### config.mk
export PLATFORM = sky130hd
export DESIGN_NAME = lsu_dbus_master_flat
export DESIGN_NICKNAME = d
export VERILOG_FILES = /design/src/rtl/lsu_dbus_master_if.sv /design/src/rtl/lsu_dbus_master.sv /design/src/flat_wrapper.sv
export SDC_FILE = /design/constraint.sdc
export NUM_CORES = 1
export LEC_CHECK = 0
export CORE_UTILIZATION = 41
export DETAILED_ROUTE_END_ITERATION = 12
export PLACE_DENSITY = 0.77
export RECOVER_POWER = 25
export SYNTH_ARGS = -nofsm -noshare
export SYNTH_HDL_FRONTEND = slang
export SYNTH_SLANG_ARGS = --single-unit
export TNS_END_PERCENT = 5
### constraint.sdc
create_clock -name clock -period 2.8 [get_ports clock]
set_clock_uncertainty 0.1 [all_clocks]
set_input_delay 0.7 -clock clock [delete_from_list [all_inputs] [get_ports clock]]
set_output_delay 0.7 -clock clock [all_outputs]
set_load 0.1 [all_outputs]
### src/rtl/lsu_dbus_master_if.sv
// LSU op / result / dbus request-response signal bundle between the LSU stage, this block and the bus bridge.
// Latency: none, wires only.
// Backpressure: carried by the valid/ready pairs inside; the bundle itself adds none.
interface lsu_dbus_master_if;
  // LSU op request
  logic        io_in_valid;
  logic        io_in_ready;
  logic [31:0] io_in_bits_addr;
  logic [31:0] io_in_bits_wdata;
  logic        io_in_bits_wen;
  logic [2:0]  io_in_bits_func3;
  // Result back to the LSU
  logic        io_out_valid;
  logic        io_out_ready;
  logic [31:0] io_out_bits_rdata;
  logic        io_out_bits_misaligned;
  logic        io_out_bits_err;
  // dbus request
  logic        io_bus_req_valid;
  logic        io_bus_req_ready;
  logic [31:0] io_bus_req_bits_addr;
  logic [31:0] io_bus_req_bits_wdata;
  logic        io_bus_req_bits_wen;
  logic [3:0]  io_bus_req_bits_wstrb;
  // dbus response
  logic        io_bus_resp_valid;
  logic        io_bus_resp_ready;
  logic [31:0] io_bus_resp_bits;

  // Sequencer side
  modport master (
    input  io_in_valid, io_in_bits_addr, io_in_bits_wdata, io_in_bits_wen, io_in_bits_func3,
    output io_in_ready,
    output io_out_valid, io_out_bits_rdata, io_out_bits_misaligned, io_out_bits_err,
    input  io_out_ready,
    output io_bus_req_valid, io_bus_req_bits_addr, io_bus_req_bits_wdata,
    output io_bus_req_bits_wen, io_bus_req_bits_wstrb,
    input  io_bus_req_ready,
    input  io_bus_resp_valid, io_bus_resp_bits,
    output io_bus_resp_ready
  );

  // Environment side (LSU stage plus bus bridge)
  modport slave (
    output io_in_valid, io_in_bits_addr, io_in_bits_wdata, io_in_bits_wen, io_in_bits_func3,
    input  io_in_ready,
    input  io_out_valid, io_out_bits_rdata, io_out_bits_misaligned, io_out_bits_err,
    output io_out_ready,
    input  io_bus_req_valid, io_bus_req_bits_addr, io_bus_req_bits_wdata,
    input  io_bus_req_bits_wen, io_bus_req_bits_wstrb,
    output io_bus_req_ready,
    output io_bus_resp_valid, io_bus_resp_bits,
    input  io_bus_resp_ready
  );
endinterface

### src/rtl/lsu_dbus_master.sv
// One-at-a-time load/store sequencer: encodes ops onto the dbus and sign/zero-extends load data.
// Latency: result valid 2 cycles after op accept on a zero-wait bus; a misaligned op finishes 1 cycle after accept.
// Backpressure: in_ready only in IDLE; the result is held in DONE until out_ready; loads time out after TIMEOUT cycles in WAIT.
module lsu_dbus_master #(
  parameter int TIMEOUT = 255,
  parameter int CNT_W   = 16
) (
  input  logic              clock,
  input  logic              reset,
  lsu_dbus_master_if.master io
);

  typedef enum logic [1:0] {IDLE, REQ, WAIT, DONE} state_t;

  localparam logic [CNT_W-1:0] TO_CNT = CNT_W'(TIMEOUT);
  localparam bit               WD_EN  = (TIMEOUT != 0);

  // Access size encoding: 0 byte, 1 half, 2 word. Unsupported func3 codes fall into word.
  function automatic logic [1:0] size_of(input logic [2:0] f3);
    case (f3[1:0])
      2'b00:   size_of = 2'd0;
      2'b01:   size_of = 2'd1;
      default: size_of = 2'd2;
    endcase
  endfunction

  // Alignment test against the access size.
  function automatic logic misaligned_of(input logic [2:0] f3, input logic [1:0] a);
    case (size_of(f3))
      2'd0:    misaligned_of = 1'b0;
      2'd1:    misaligned_of = a[0];
      default: misaligned_of = (a != 2'b00);
    endcase
  endfunction

  // Pick the addressed lane out of the bus word and extend it; func3[2] selects zero-extension.
  function automatic logic [31:0] extract(input logic [31:0] word, input logic [1:0] a,
                                          input logic [2:0] f3);
    logic [31:0] sh;
    logic        sgn;
    sh  = word >> {a, 3'b000};
    sgn = ~f3[2];
    case (size_of(f3))
      2'd0:    extract = {{24{sh[7] & sgn}}, sh[7:0]};
      2'd1:    extract = {{16{sh[15] & sgn}}, sh[15:0]};
      default: extract = sh;
    endcase
  endfunction

  state_t            state_q, state_d;
  logic [31:0]       addr_q, addr_d;
  logic              wen_q, wen_d;
  logic [2:0]        func3_q, func3_d;
  logic [31:0]       req_wdata_q, req_wdata_d;
  logic [3:0]        wstrb_q, wstrb_d;
  logic [31:0]       rdata_q, rdata_d;
  logic              misal_q, misal_d;
  logic              err_q, err_d;
  logic [CNT_W-1:0]  cnt_q, cnt_d;

  logic [31:0]       in_wdata_enc;
  logic [3:0]        in_wstrb_enc;
  logic              in_misal;
  logic [CNT_W-1:0]  cnt_inc;

  // Encode the incoming op into replicated store lanes and byte strobes; loads carry no data and no strobes.
  always_comb begin
    in_wdata_enc = 32'd0;
    in_wstrb_enc = 4'b0000;
    in_misal     = misaligned_of(io.io_in_bits_func3, io.io_in_bits_addr[1:0]);
    if (io.io_in_bits_wen) begin
      case (size_of(io.io_in_bits_func3))
        2'd0: begin
          in_wdata_enc = {4{io.io_in_bits_wdata[7:0]}};
          in_wstrb_enc = 4'b0001 << io.io_in_bits_addr[1:0];
        end
        2'd1: begin
          in_wdata_enc = {2{io.io_in_bits_wdata[15:0]}};
          in_wstrb_enc = 4'b0011 << io.io_in_bits_addr[1:0];
        end
        default: begin
          in_wdata_enc = io.io_in_bits_wdata;
          in_wstrb_enc = 4'b1111;
        end
      endcase
    end
  end

  // Next-state and next-field logic for the IDLE/REQ/WAIT/DONE sequencer.
  always_comb begin
    state_d     = state_q;
    addr_d      = addr_q;
    wen_d       = wen_q;
    func3_d     = func3_q;
    req_wdata_d = req_wdata_q;
    wstrb_d     = wstrb_q;
    rdata_d     = rdata_q;
    misal_d     = misal_q;
    err_d       = err_q;
    cnt_d       = cnt_q;
    cnt_inc     = cnt_q + 1'b1;
    case (state_q)
      IDLE: begin
        if (io.io_in_valid) begin
          addr_d      = io.io_in_bits_addr;
          wen_d       = io.io_in_bits_wen;
          func3_d     = io.io_in_bits_func3;
          req_wdata_d = in_wdata_enc;
          wstrb_d     = in_wstrb_enc;
          rdata_d     = 32'd0;
          misal_d     = in_misal;
          err_d       = 1'b0;
          cnt_d       = '0;
          // Misaligned ops never touch the bus.
          state_d     = in_misal ? DONE : REQ;
        end
      end
      REQ: begin
        if (io.io_bus_req_ready) begin
          if (wen_q) begin
            state_d = DONE;
          end else if (io.io_bus_resp_valid) begin
            // Zero-wait bus: response arrives with the request handshake.
            rdata_d = extract(io.io_bus_resp_bits, addr_q[1:0], func3_q);
            state_d = DONE;
          end else begin
            cnt_d   = '0;
            state_d = WAIT;
          end
        end
      end
      WAIT: begin
        cnt_d = cnt_inc;
        if (io.io_bus_resp_valid) begin
          // A response in the watchdog's last cycle still wins over the timeout.
          rdata_d = extract(io.io_bus_resp_bits, addr_q[1:0], func3_q);
          state_d = DONE;
        end else if (WD_EN && (cnt_inc == TO_CNT)) begin
          err_d   = 1'b1;
          rdata_d = 32'd0;
          state_d = DONE;
        end
      end
      DONE: begin
        if (io.io_out_ready) begin
          state_d = IDLE;
        end
      end
      default: state_d = IDLE;
    endcase
  end

  // State and latched op fields; synchronous reset clears everything including the watchdog.
  always_ff @(posedge clock) begin
    if (reset) begin
      state_q     <= IDLE;
      addr_q      <= 32'd0;
      wen_q       <= 1'b0;
      func3_q     <= 3'd0;
      req_wdata_q <= 32'd0;
      wstrb_q     <= 4'b0000;
      rdata_q     <= 32'd0;
      misal_q     <= 1'b0;
      err_q       <= 1'b0;
      cnt_q       <= '0;
    end else begin
      state_q     <= state_d;
      addr_q      <= addr_d;
      wen_q       <= wen_d;
      func3_q     <= func3_d;
      req_wdata_q <= req_wdata_d;
      wstrb_q     <= wstrb_d;
      rdata_q     <= rdata_d;
      misal_q     <= misal_d;
      err_q       <= err_d;
      cnt_q       <= cnt_d;
    end
  end

  // Outputs come straight from flops, except resp_ready which must see req_ready for the zero-wait case.
  always_comb begin
    io.io_in_ready            = (state_q == IDLE);
    io.io_out_valid           = (state_q == DONE);
    io.io_out_bits_rdata      = rdata_q;
    io.io_out_bits_misaligned = misal_q;
    io.io_out_bits_err        = err_q;
    io.io_bus_req_valid       = (state_q == REQ);
    io.io_bus_req_bits_addr   = {addr_q[31:2], 2'b00};
    io.io_bus_req_bits_wdata  = req_wdata_q;
    io.io_bus_req_bits_wen    = wen_q;
    io.io_bus_req_bits_wstrb  = wstrb_q;
    io.io_bus_resp_ready      = (state_q == WAIT) |
                                ((state_q == REQ) & ~wen_q & io.io_bus_req_ready);
  end

endmodule
### src/flat_wrapper.sv
// flat-port wrapper written by rule: the top's interface ports become plain ports
module lsu_dbus_master_flat 
#(
  parameter int TIMEOUT = 255,
  parameter int CNT_W   = 16
)
  (clock, reset, io_io_in_valid, io_io_in_bits_addr, io_io_in_bits_wdata, io_io_in_bits_wen, io_io_in_bits_func3, io_io_in_ready, io_io_out_valid, io_io_out_bits_rdata, io_io_out_bits_misaligned, io_io_out_bits_err, io_io_out_ready, io_io_bus_req_valid, io_io_bus_req_bits_addr, io_io_bus_req_bits_wdata, io_io_bus_req_bits_wen, io_io_bus_req_bits_wstrb, io_io_bus_req_ready, io_io_bus_resp_valid, io_io_bus_resp_bits, io_io_bus_resp_ready);
  lsu_dbus_master_if io_i ();
  input  logic clock;
  input  logic reset;
  input wire logic [$bits(io_i.io_in_valid)-1:0] io_io_in_valid;
  input wire logic [$bits(io_i.io_in_bits_addr)-1:0] io_io_in_bits_addr;
  input wire logic [$bits(io_i.io_in_bits_wdata)-1:0] io_io_in_bits_wdata;
  input wire logic [$bits(io_i.io_in_bits_wen)-1:0] io_io_in_bits_wen;
  input wire logic [$bits(io_i.io_in_bits_func3)-1:0] io_io_in_bits_func3;
  output wire logic [$bits(io_i.io_in_ready)-1:0] io_io_in_ready;
  output wire logic [$bits(io_i.io_out_valid)-1:0] io_io_out_valid;
  output wire logic [$bits(io_i.io_out_bits_rdata)-1:0] io_io_out_bits_rdata;
  output wire logic [$bits(io_i.io_out_bits_misaligned)-1:0] io_io_out_bits_misaligned;
  output wire logic [$bits(io_i.io_out_bits_err)-1:0] io_io_out_bits_err;
  input wire logic [$bits(io_i.io_out_ready)-1:0] io_io_out_ready;
  output wire logic [$bits(io_i.io_bus_req_valid)-1:0] io_io_bus_req_valid;
  output wire logic [$bits(io_i.io_bus_req_bits_addr)-1:0] io_io_bus_req_bits_addr;
  output wire logic [$bits(io_i.io_bus_req_bits_wdata)-1:0] io_io_bus_req_bits_wdata;
  output wire logic [$bits(io_i.io_bus_req_bits_wen)-1:0] io_io_bus_req_bits_wen;
  output wire logic [$bits(io_i.io_bus_req_bits_wstrb)-1:0] io_io_bus_req_bits_wstrb;
  input wire logic [$bits(io_i.io_bus_req_ready)-1:0] io_io_bus_req_ready;
  input wire logic [$bits(io_i.io_bus_resp_valid)-1:0] io_io_bus_resp_valid;
  input wire logic [$bits(io_i.io_bus_resp_bits)-1:0] io_io_bus_resp_bits;
  output wire logic [$bits(io_i.io_bus_resp_ready)-1:0] io_io_bus_resp_ready;
  assign io_i.io_in_valid = io_io_in_valid;
  assign io_i.io_in_bits_addr = io_io_in_bits_addr;
  assign io_i.io_in_bits_wdata = io_io_in_bits_wdata;
  assign io_i.io_in_bits_wen = io_io_in_bits_wen;
  assign io_i.io_in_bits_func3 = io_io_in_bits_func3;
  assign io_io_in_ready = io_i.io_in_ready;
  assign io_io_out_valid = io_i.io_out_valid;
  assign io_io_out_bits_rdata = io_i.io_out_bits_rdata;
  assign io_io_out_bits_misaligned = io_i.io_out_bits_misaligned;
  assign io_io_out_bits_err = io_i.io_out_bits_err;
  assign io_i.io_out_ready = io_io_out_ready;
  assign io_io_bus_req_valid = io_i.io_bus_req_valid;
  assign io_io_bus_req_bits_addr = io_i.io_bus_req_bits_addr;
  assign io_io_bus_req_bits_wdata = io_i.io_bus_req_bits_wdata;
  assign io_io_bus_req_bits_wen = io_i.io_bus_req_bits_wen;
  assign io_io_bus_req_bits_wstrb = io_i.io_bus_req_bits_wstrb;
  assign io_i.io_bus_req_ready = io_io_bus_req_ready;
  assign io_i.io_bus_resp_valid = io_io_bus_resp_valid;
  assign io_i.io_bus_resp_bits = io_io_bus_resp_bits;
  assign io_io_bus_resp_ready = io_i.io_bus_resp_ready;
  lsu_dbus_master #(.TIMEOUT(TIMEOUT), .CNT_W(CNT_W)) u_core (.clock(clock), .reset(reset), .io(io_i));
endmodule
Yosys cells after proc, flatten, opt, wreduce, memory -nomap -nowiden
Index checks and enable logic that the tools add are counted.

storage, ports and cells
  word-level logic and storage cells = 95
  bits in registers = 124

cells by class
  equal/unequal tests = 19
  bitwise gates (word level) = 7
  mux-type cells = 40
  shifts and indexed selects = 3
  $add $sub $neg = 1
  reduce and logical (&&, ||, !) cells = 15

operator list
  kind                                            count
  2-to-1 mux 32 bit                               7
  one-hot mux 32 bit (2 select lines)             3
  one-hot mux 32 bit (3 select lines)             1
  2-to-1 mux 16 bit                               4
  one-hot mux 16 bit (3 select lines)             1
  >> shifter 32 x 5 -> 32 bit                     1
  2-to-1 mux 2 bit                                13
  adder 16 x 1 -> 16 bit, second input constant   1
  == test 16 x 8 -> 1 bit, second input constant  1
  == test 2 x 1 -> 1 bit, second input constant   7
  zero test 2 bit                                 7
  != test 2 x 1 -> 1 bit, second input constant   4
  != test 2 bit, second input constant            4
  one-hot mux 2 bit (2 select lines)              2
  one-hot mux 2 bit (4 select lines)              1
  one-hot mux 4 bit (2 select lines)              1
  AND reduction 4 bit                             2
  AND reduction 6 bit                             1
  AND reduction 5 bit                             1
  bitwise AND 1 bit                               4
  == test 2 bit, second input constant            2
  2-to-1 mux 1 bit                                4
  2-to-1 mux 4 bit                                1
  one-hot mux 1 bit (2 select lines)              2
  8 further kinds                                 10

Logic depth before layout (Yosys ltp)
Gate-level depths: netlist of run 1.

  depth after elaboration = 12
  mapped depth = 11
  gate-level depth less buffers = 9

Least setup slack after synthesis of run 1
No wires, ideal clock.

  path type = reg-to-output
  start point = register u_core.state_q[1]
  end point = output io_io_bus_resp_ready
  data required time = 2.000 ns
  cell stages (with the launch flop) = 5
  arrival = 2.910 ns
  slack = -0.910 ns
  path through = dfxtp_1 -> inv_1 -> ha_1 -> inv_1 -> o21bai_1

on the way
  cells in the longest elaborated chain, start to end = 4
  elaborated cells between the ends (all ways) = 5

RTL lines
  what                             line                    RTL
  start, declared                  lsu_dbus_master.sv:50   state_t state_q, state_d;
  start signal, assigned           lsu_dbus_master.sv:167  state_q <= state_d;
  == test 2 x 1 -> 1 bit           -
  net io_io_bus_req_valid          flat_wrapper.sv:22      output wire logic [$bits(io_i.io_bus_req_valid)-1:0] io_io_bus_req_valid;
  bitwise AND 1 bit (2 in series)  lsu_dbus_master.sv:193  ((state_q == REQ) & ~wen_q & io.io_bus_req_ready);
  OR 1 bit                         lsu_dbus_master.sv:192  io.io_bus_resp_ready = (state_q == WAIT) |
  end, declared                    flat_wrapper.sv:30      output wire logic [$bits(io_i.io_bus_resp_ready)-1:0] io_io_bus_resp_ready;

The timed path passes the listed nets, and every way through them passes these cells.

Final worst setup path of run 1
  start point = register u_core.cnt_q[1]
  end point = register u_core.rdata_q[12], in the netlist u_core.io.io_out_bits_rdata[12]

on the way
  cells in the longest elaborated chain, start to end = 4

RTL lines
  what                              line                    RTL
  start, declared                   lsu_dbus_master.sv:59   logic [CNT_W-1:0] cnt_q, cnt_d;
  start signal, assigned            lsu_dbus_master.sv:176  cnt_q <= cnt_d;
  adder 16 x 1 -> 16 bit            lsu_dbus_master.sv:101  cnt_inc = cnt_q + 1'b1;
  == test 16 x 8 -> 1 bit           lsu_dbus_master.sv:138  end else if (WD_EN && (cnt_inc == TO_CNT)) begin
  != test 3 x 2 -> 1 bit (no line)  -
  AND reduction 6 bit (no line)     -
  end signal, assigned              lsu_dbus_master.sv:173  rdata_q <= rdata_d;
  end, declared                     lsu_dbus_master.sv:56   logic [31:0] rdata_q, rdata_d;

No other way between the ends.
A chain may end at the register's enable or synchronous reset.

==> results of run 1 <==
cell type report:
cell class,count,area share
Clock buffer,20,0.0502
Clock inverter,12,0.0168
Inverter,9,0.00389
Multi-Input combinational cell,520,0.364
Sequential cell,124,0.286
Tap cell,184,0.0265
Timing Repair Buffer,252,0.252
per-stage QoR:
stage          hold WS (ns)   util  instance area, um2  setup slack [ns]
2_1_floorplan         0.337      -                6150            0.0730
5_1_grt               0.368  0.598                8690            0.0185
3_3_place_gp          0.341  0.559                8120            0.0878
6_report              0.353  0.598                8690             0.152
3_5_place_dp          0.347  0.559                8120            0.0292
4_1_cts               0.355  0.599                8710            0.0136
routing by layer:
| layer | share of wire | GRT usage | up-vias |
|---|---|---|---|
| li1 | - | - | 2956 |
| met1 | 0.44 | 0.291 | 2802 |
| met2 | 0.47 | 0.354 | 192 |
| met3 | 0.077 | 0.0801 | 18 |
| met4 | 0.015 | 0.0759 | 0 |
| met5 | 0 | 0 | - |
critical path, stage by stage (launching register included):
cell	delay [ns]
sky130_fd_sc_hd__dfxtp_2	0.37
sky130_fd_sc_hd__ha_1	0.19
sky130_fd_sc_hd__nand3_2	0.11
sky130_fd_sc_hd__or3_4	0.36
sky130_fd_sc_hd__a221oi_2	0.25
sky130_fd_sc_hd__nand2_1	0.12
sky130_fd_sc_hd__a2111oi_4	0.37
sky130_fd_sc_hd__buf_4	0.18
sky130_fd_sc_hd__a21oi_2	0.06
sky130_fd_sc_hd__buf_12	0.17
sky130_fd_sc_hd__a22o_1	0.24
state kept, by name, indices dropped and copies added, names as in the netlist:
name,count
u_core.addr_q,32
u_core.cnt_q,16
u_core.func3_q,3
u_core.io.io_bus_req_bits_wdata,32
u_core.io.io_bus_req_bits_wen,1
u_core.io.io_bus_req_bits_wstrb,4
u_core.io.io_out_bits_err,1
u_core.io.io_out_bits_misaligned,1
u_core.io.io_out_bits_rdata,32
u_core.state_q,2
synth_stat cells, drive strengths merged, types with 5 or more instances:
library cell	n	area [um2]
mux2	26	293
nand2	105	394
nand4	5	46.3
a22o	15	131
a21oi	93	469
dfxtp	124	2480
o21ai	33	165
nor2b	10	62.6
a211oi	9	72.6
ha	6	75.1
a22oi	36	270
o2bb2ai	17	149
nand3	16	80.1
mux2i	20	200
or3	5	36.3
inv	9	33.8
nor3b	5	42.5
nor3	10	50.1
nor2	66	248
buf	43	300
clkbuf	47	176
timing repair:
action                                 in CTS  in global routing
endpoints found under the hold margin       0                  0
setup buffers                               0                  1
setup endpoints to repair                   0                 28
gates resized for setup                     0                  7
worst paths after layout:
kind	startpoint	to	slack [ns]	cells past startpoint
max reg2reg	u_core.cnt_q[1]	u_core.io.io_out_bits_rdata[12]	0.15	10
min reg2reg	u_core.addr_q[6]	u_core.addr_q[6]	0.35	2
max	u_core.cnt_q[1]	u_core.io.io_out_bits_rdata[12]	0.15	10
min	u_core.addr_q[6]	u_core.addr_q[6]	0.35	2
kinds of logic (layout without fill, tap and decap cells):
| kind of cell | count (synthesis) | after routing |
|---|---|---|
| other | 1 | 2 |
| buffers and inverters | 99 | 293 |
| multiplexers | 46 | 46 |
| adder cells (fa/ha/maj) | 6 | 6 |
| flip-flops | 124 | 124 |
| XOR/XNOR | 4 | 4 |
| AND/OR/NAND/NOR | 243 | 243 |
| AO/OA/AOI/OAI | 219 | 219 |
power by group through the flow:
stage	clock, mW	sequential (mW)	combinational (mW)
2_1_floorplan	0	2.79	1.86
4_1_cts	2.23	2.10	3.33
5_1_grt	2.33	2.12	3.46
3_5_place_dp	0	2.13	3.33
3_3_place_gp	0	2.13	3.31
6_report	2.19	2.10	3.28
==> flow_summary.json, run 1 <==
{
  "outcome": "finished clean",
  "synth-main-ff-cell": "sky130_fd_sc_hd__dfxtp_1",
  "drt_first_pass_iters": 5,
  "seq_area_um2": 2490,
  "min_period_over_period": 0.946,
  "final.setup.tns_ns": 0,
  "dp_hpwl_mm": 12.5,
  "p_int_mw": 4.24,
  "antenna_cells_inserted": 0,
  "drv.max_cap_violation_count": 0,
  "yosysWarningCount": 0,
  "clock_sink_count": 124,
  "multi_input_comb_area_um2": 3170,
  "cts.path.max_buffers": 2,
  "io_buffer_count": 210,
  "finalHoldViolCount": 0,
  "grt_remaining_overflow": 0,
  "worst-slew-pin-transition_ns": 1.28,
  "relative_max_transition_margin": 0.150,
  "total_switching_power_mw": 3.33,
  "place_congestion": 0.853,
  "grt_start_max_net_pins": 62,
  "irDropWorstVdd_mv": 0.486,
  "design_power_total_mw": 7.57,
  "synth_cell_types": 56,
  "synth.mux.area_fraction": 0.0806,
  "hold_buffers": 0,
  "critical_path_arrival_ns": 2.86,
  "layout.cells.most_common": "sky130_fd_sc_hd__buf_4",
  "synth_sequential_area_ratio": 0.406,
  "tritoncts.num_buffers": 17,
  "count_of_mapped_cells_out_of_synthesis": 742,
  "p_leak_nw": 3.43,
  "worst_setup_path_class": "reg2reg",
  "cts.reportedPaths.clkPinSlew_ns": 0.06,
  "route.vias.total": 5968,
  "die_height_um": 124,
  "filler_cell_count": 1328,
  "dr.first_iter.drc_count": 398,
  "grt_pass1_wl_mm": 27.0,
  "final_cells": 1121,
  "critPathCaptureType": "flip-flop",
  "drive_gt1_frac": 0.233,
  "synth_async_sr_flop_share": 0,
  "post_detailed_route_count_of_antenna_violating_nets": 0,
  "ys_seq_elements": 124,
  "initial_core_util": 0.421,
  "share_clk_of_total_power": 0.290,
  "timing_max_transition_violations_final": 0,
  "floorplan.die.width_um": 124,
  "layout_common_cells": "136 x sky130_fd_sc_hd__buf_4, 122 x sky130_fd_sc_hd__dfxtp_1, 105 x sky130_fd_sc_hd__nand2_1, 104 x sky130_fd_sc_hd__clkdlybuf4s50_1, 92 x sky130_fd_sc_hd__a21oi_1",
  "synth-xor-area-share": 0.00572,
  "core_area_um2": 14500,
  "required_ns": 3.01,
  "drc_errors": 0,
  "floorplan.io_pins": 213,
  "clk_root_buffer_cell": "sky130_fd_sc_hd__clkbuf_16",
  "synth_edf_count": 0,
  "rsz_0062_raised_after_global_routing": "false",
  "grt_pass1_vias": 5258,
  "routed_vias_inst": 5.32,
  "drt_wl_total_mm": 17.6,
  "placed_cells": 1088,
  "final_stage_net_count": 1036,
  "p_comb_frac": 0.433,
  "crit_path_start_kind": "flip-flop",
  "synth-simple-area-share": 0.183,
  "worst_hold_path_type": "reg2reg",
  "synth_compound_gate_area_share": 0.229,
  "relative_contribution_of_sequential_cells_to_total_power": 0.277,
  "synth_area_um2": 6120,
  "grt.total_usage": 0.227,
  "ctsHtreeMaxLevel": 4,
  "clock_tree_from_tritoncts": "done",
  "synth_adder_area_share": 0.0123,
  "wire_per_inst_um": 15.7,
  "layout-area-overhead-vs-synth_pct": 42.0,
  "clk_latency_ns": 0.41,
  "timing.fmax_ghz": 0.378,
  "grt_antenna_before_repair": 0,
  "switching_share": 0.440,
  "syn_area_per_cell_um2": 8.25,
  "power_per_cell_area_nw_per_um2": 871,
  "placement_rows": 44,
  "finalSetupViolCount": 0,
  "synth_top_family_by_area": "compound AO/OA/AOI/OAI gates",
  "die-area_um2": 15400,
  "period_needed_ns": 2.65,
  "max_fo_critical_path": 32
}
Power figures use the tool's default switching activity.
==> run 2: changes to the inputs <==
CAP_MARGIN = 40   (was unset)
MAX_ROUTING_LAYER = met4   (was unset)
==> flow_summary.json, run 2 (same netlist as run 1, synthesis figures left out) <==
{
  "place_congestion": 0.866,
  "p_leak_nw": 3.43,
  "placed_cells": 1088,
  "route.vias.total": 5992,
  "critPathCaptureType": "flip-flop",
  "dr.first_iter.drc_count": 428,
  "critical-path-max-stage-delay_ns": 0.37,
  "design_power_total_mw": 7.57,
  "hold_path.startpoint": "u_core.addr_q[6]",
  "core_area_um2": 14500,
  "grt_start_max_net_pins": 62,
  "drt_first_pass_iters": 5,
  "max_fo_critical_path": 32,
  "finish.instance_area_um2": 8690,
  "grt.total_usage": 0.234,
  "placement.cell_area_um2": 8120,
  "timing.fmax_ghz": 0.376,
  "timing_max_transition_violations_final": 0,
  "layout.cells.most_common": "sky130_fd_sc_hd__buf_4",
  "required_ns": 3.00,
  "reg2reg_depth": 10,
  "critical_path_arrival_ns": 2.86,
  "drt_wl_total_mm": 17.7,
  "final_stage_net_count": 1036,
  "rsz_0062_raised_after_global_routing": "false",
  "grt_pass1_wl_mm": 26.9,
  "filler_cell_count": 1328,
  "finalSetupViolCount": 0,
  "reg2reg_setup_slack_ns": 0.14,
  "die_height_um": 124,
  "routed_vias_inst": 5.35,
  "crit_path_start_kind": "flip-flop",
  "wire_per_inst_um": 15.8,
  "power_per_cell_area_nw_per_um2": 870,
  "floorplan.io_pins": 213,
  "placement_rows": 44,
  "dp_hpwl_mm": 12.5,
  "reg2reg_to": "u_core.io.io_out_bits_rdata[11]",
  "worst_setup_path_class": "reg2reg",
  "die-area_um2": 15400,
  "antenna_cells_inserted": 0,
  "grt_remaining_overflow": 0,
  "irDropWorstVdd_mv": 0.488,
  "outcome": "finished clean",
  "clock_sink_count": 124,
  "multi_input_comb_area_um2": 3170,
  "drc_errors": 0,
  "tritoncts.num_buffers": 17,
  "placement.setup.worst_slack_ns": 0.0292,
  "floorplan.die.width_um": 124,
  "hold_path_end": "u_core.addr_q[6]",
  "relative_max_transition_margin": 0.154,
  "r2r_start": "u_core.cnt_q[1]",
  "hold_buffers": 0,
  "layout_common_cells": "136 x sky130_fd_sc_hd__buf_4, 122 x sky130_fd_sc_hd__dfxtp_1, 105 x sky130_fd_sc_hd__nand2_1, 104 x sky130_fd_sc_hd__clkdlybuf4s50_1, 92 x sky130_fd_sc_hd__a21oi_1",
  "clock_tree_from_tritoncts": "done",
  "post_detailed_route_count_of_antenna_violating_nets": 0,
  "drv.max_cap_violation_count": 0,
  "io_buffer_count": 210,
  "worst_hold_path_type": "reg2reg",
  "holdPathStages": 2,
  "final_core_util": 0.598,
  "final_cells": 1121,
  "grt_antenna_before_repair": 0,
  "final.setup.tns_ns": 0,
  "worst-slew-pin-transition_ns": 1.27,
  "period_needed_ns": 2.66,
  "drive_gt1_frac": 0.233,
  "cts.reportedPaths.clkPinSlew_ns": 0.05,
  "grt_pass1_vias": 5293,
  "cp_cell_sequence": "ha_1, nand3_2, or3_4, a221oi_2, nand2_1, a2111oi_4, buf_4, a21oi_2, buf_12, a22o_1",
  "initial_core_util": 0.421,
  "cpMaxStageDelayCell": "sky130_fd_sc_hd__dfxtp_2",
  "finalHoldViolCount": 0,
  "seq_area_um2": 2490,
  "cts.path.max_buffers": 2,
  "ctsHtreeMaxLevel": 4,
  "clk_root_buffer_cell": "sky130_fd_sc_hd__clkbuf_16",
  "clk_latency_ns": 0.41,
  "final_worst_slack_ns": 0.144,
  "min_period_over_period": 0.949,
  "layout-area-overhead-vs-synth_pct": 42.0,
  "hold-worst-slack_ns": 0.353
}
-- run 2: cell counts in the layout (fill, tap and decap cells not counted) --
Identical to the previous run, type by type.
-- run 2: final cells by class --
| class | instances | area share |
|---|---|---|
| clock buffers | 20 | 0.0502 |
| repair buffers | 252 | 0.252 |
| well taps | 184 | 0.0265 |
| multi-input cells | 520 | 0.364 |
| clock inverters | 12 | 0.0168 |
| inverters | 9 | 0.00389 |
| flip-flops and latches | 124 | 0.286 |
-- run 2: worst max-delay path by stage --
| stage | startpoint | endpoint | depth (start not counted) |
|---|---|---|---|
| after floorplan | u_core.state_q[1] | u_core.io.io_out_bits_rdata[24] | 9 |
| after global placement | io_io_bus_resp_valid | u_core.io.io_out_bits_rdata[29] | 7 |
| after detailed placement | io_io_bus_resp_valid | u_core.io.io_out_bits_rdata[18] | 7 |
| after CTS | u_core.cnt_q[0] | u_core.state_q[0] | 9 |
| after global routing | u_core.cnt_q[0] | u_core.io.io_out_bits_rdata[11] | 10 |
| final | u_core.cnt_q[1] | u_core.io.io_out_bits_rdata[11] | 10 |
-- run 2: critical path: cells and delay by family (launching register included) --
| family | cells | cell delay, ns |
|---|---|---|
| simple gates | 3 | 0.60 |
| buf+inv | 2 | 0.36 |
| compound gates | 4 | 0.92 |
| fa+ha+maj | 1 | 0.19 |
| flops | 1 | 0.37 |
-- run 2: routing by layer --
metal | vias to the layer above | wire (um) | track usage
met5 | - | 0 | -
met4 | 0 | 240 | 0.0804
met3 | 15 | 1180 | 0.0627
met2 | 197 | 8370 | 0.354
met1 | 2828 | 7900 | 0.299
li1 | 2952 | - | -
-- run 2: repair_timing --
item / in CTS / in global routing
buffers inserted: 0 / 1
setup endpoints to repair: 0 / 28
gates resized for setup: 0 / 7
-- run 2: power breakdown --
part / internal (mW) / switching (mW)
registers: 1.97 / 0.132
clock network: 1.39 / 0.796
logic: 0.876 / 2.40
total: 4.24 / 3.33
==> run 3: changes to the inputs <==
CAP_MARGIN = 20   (was 40)
CORE_UTILIZATION = 46   (was 41)
PLACE_DENSITY = 0.81   (was 0.77)
clock period = 2.9 ns   (was 2.8 ns; I/O delays follow)
==> flow_summary.json, run 3 (same netlist as run 1, synthesis figures left out) <==
{
  "grt_start_max_net_pins": 71,
  "worst-slew-pin-transition_ns": 1.31,
  "total_switching_power_mw": 3.22,
  "critPathCaptureType": "flip-flop",
  "drt_wl_total_mm": 18.4,
  "drive_gt1_frac": 0.183,
  "layout.cells.most_common": "sky130_fd_sc_hd__dfxtp_1",
  "switching_share": 0.437,
  "finalHoldViolCount": 0,
  "clock_sink_count": 124,
  "worst_setup_path_class": "reg2reg",
  "routed_vias_inst": 5.50,
  "floorplan.die.width_um": 117,
  "reg2reg_depth": 11,
  "floorplan.io_pins": 213,
  "layout_common_cells": "122 x sky130_fd_sc_hd__dfxtp_1, 105 x sky130_fd_sc_hd__nand2_1, 104 x sky130_fd_sc_hd__clkdlybuf4s50_1, 92 x sky130_fd_sc_hd__a21oi_1, 92 x sky130_fd_sc_hd__buf_4",
  "max_fo_critical_path": 32,
  "dr.first_iter.drc_count": 545,
  "reg2reg_to": "u_core.io.io_out_bits_rdata[2]",
  "grt_pass1_wl_mm": 29.9,
  "hold_path.startpoint": "u_core.io.io_bus_req_bits_wstrb[3]",
  "r2r_start": "u_core.cnt_q[1]",
  "holdPathStages": 2,
  "ctsHtreeMaxLevel": 4,
  "cts.reportedPaths.clkPinSlew_ns": 0.06,
  "drv.max_cap_violation_count": 0,
  "p_leak_nw": 3.23,
  "tritoncts.num_buffers": 17,
  "grt_antenna_before_repair": 0,
  "min_period_over_period": 0.978,
  "outcome": "finished clean",
  "hold_path_end": "u_core.io.io_bus_req_bits_wstrb[3]",
  "place_congestion": 0.885,
  "relative_max_transition_margin": 0.133,
  "reg2reg_setup_slack_ns": 0.06,
  "io_buffer_count": 210,
  "drc_errors": 0,
  "die-area_um2": 13800,
  "clk_root_buffer_cell": "sky130_fd_sc_hd__clkbuf_16",
  "route.vias.total": 6056,
  "irDropWorstVdd_mv": 0.424,
  "power_per_cell_area_nw_per_um2": 867,
  "hold_buffers": 0,
  "finalSetupViolCount": 0,
  "timing.fmax_ghz": 0.353,
  "required_ns": 3.10,
  "grt.total_usage": 0.279,
  "clock_tree_from_tritoncts": "done",
  "crit_path_start_kind": "flip-flop",
  "p_int_mw": 4.15,
  "timing_max_transition_violations_final": 0,
  "final_stage_net_count": 1029,
  "relative_contribution_of_sequential_cells_to_total_power": 0.275,
  "wire_per_inst_um": 16.7,
  "cts.path.max_buffers": 2,
  "critical_path_arrival_ns": 3.04,
  "core_area_um2": 12800,
  "drt_first_pass_iters": 5,
  "post_detailed_route_count_of_antenna_violating_nets": 0,
  "antenna_cells_inserted": 0,
  "placed_cells": 1069,
  "period_needed_ns": 2.84,
  "grt_remaining_overflow": 0,
  "clk_latency_ns": 0.42,
  "dp_hpwl_mm": 12.6,
  "share_clk_of_total_power": 0.301,
  "design_power_total_mw": 7.36,
  "initial_core_util": 0.479,
  "grt_pass1_vias": 5874,
  "die_height_um": 117,
  "worst_hold_path_type": "reg2reg",
  "layout-area-overhead-vs-synth_pct": 38.8,
  "final_cells": 1101,
  "placement_rows": 41,
  "p_comb_frac": 0.425,
  "hold-worst-slack_ns": 0.352
}
run 3: critical path, stage by stage, from the launching register on:
cell and delay [ns]:
sky130_fd_sc_hd__dfxtp_2 0.37, sky130_fd_sc_hd__ha_2 0.22, sky130_fd_sc_hd__nand3_1 0.16, sky130_fd_sc_hd__buf_4 0.21, sky130_fd_sc_hd__nor3_2 0.27, sky130_fd_sc_hd__xnor2_1 0.19
sky130_fd_sc_hd__nand2_1 0.13, sky130_fd_sc_hd__a2111oi_4 0.39, sky130_fd_sc_hd__buf_4 0.19, sky130_fd_sc_hd__a21oi_2 0.06, sky130_fd_sc_hd__buf_12 0.18, sky130_fd_sc_hd__a22o_1 0.25
run 3: metal layers:
metal,global-route usage,share of wire,up-vias
met5,-,0,-
met4,0.122,0.027,0
met3,0.0681,0.068,38
met2,0.446,0.48,277
met1,0.333,0.42,2809
li1,-,-,2932
run 3: timing repair:
| action | in CTS | in global routing |
|---|---|---|
| setup endpoints to repair | 0 | 16 |
| buffers inserted | 0 | 1 |
| gates resized for setup | 0 | 5 |
run 3: power groups by stage:
stage	Combinational (mW)	Clock [mW]	Sequential [mW]
after floorplan	1.78	0	2.70
after global placement	3.17	0	2.05
after detailed placement	3.19	0	2.06
after CTS	3.21	2.23	2.02
after global routing	3.30	2.32	2.05
final	3.13	2.21	2.02
run 3: area by class of cell:
| cell class | instances | area (um2) |
|---|---|---|
| clock buffers | 26 | 509 |
| well taps | 172 | 215 |
| fillers | 1069 | 4280 |
| multi-input cells | 520 | 3160 |
| repair buffers | 245 | 1980 |
| flip-flops and latches | 124 | 2480 |
| clock inverters | 5 | 105 |
| inverters | 9 | 33.8 |
run 3: metrics by stage:
| stage | worst slack [ns] | area, um2 | setup TNS (ns) | utilization |
|---|---|---|---|---|
| after floorplan | 0.0505 | 6140 | 0 | - |
| after global placement | 0.164 | 8030 | 0 | 0.629 |
| after detailed placement | 0.119 | 8030 | 0 | 0.629 |
| after CTS | 0.0627 | 8650 | 0 | 0.677 |
| after global routing | -0.0142 | 8490 | -0.0381 | 0.665 |
| final | 0.0644 | 8490 | 0 | 0.665 |
run 3: worst max-delay path by stage:
| stage | to | depth (start not counted) | from | slack, ns |
|---|---|---|---|---|
| after floorplan | u_core.io.io_out_bits_rdata[24] | 10 | u_core.state_q[0] | 0.05 |
| after global placement | u_core.io.io_out_bits_rdata[24] | 7 | io_io_bus_resp_valid | 0.16 |
| after detailed placement | u_core.io.io_out_bits_rdata[2] | 6 | io_io_bus_resp_valid | 0.12 |
| after CTS | u_core.state_q[0] | 10 | u_core.cnt_q[1] | 0.06 |
| after global routing | u_core.io.io_out_bits_rdata[2] | 11 | u_core.cnt_q[0] | -0.01 |
| final | u_core.io.io_out_bits_rdata[2] | 11 | u_core.cnt_q[1] | 0.06 |
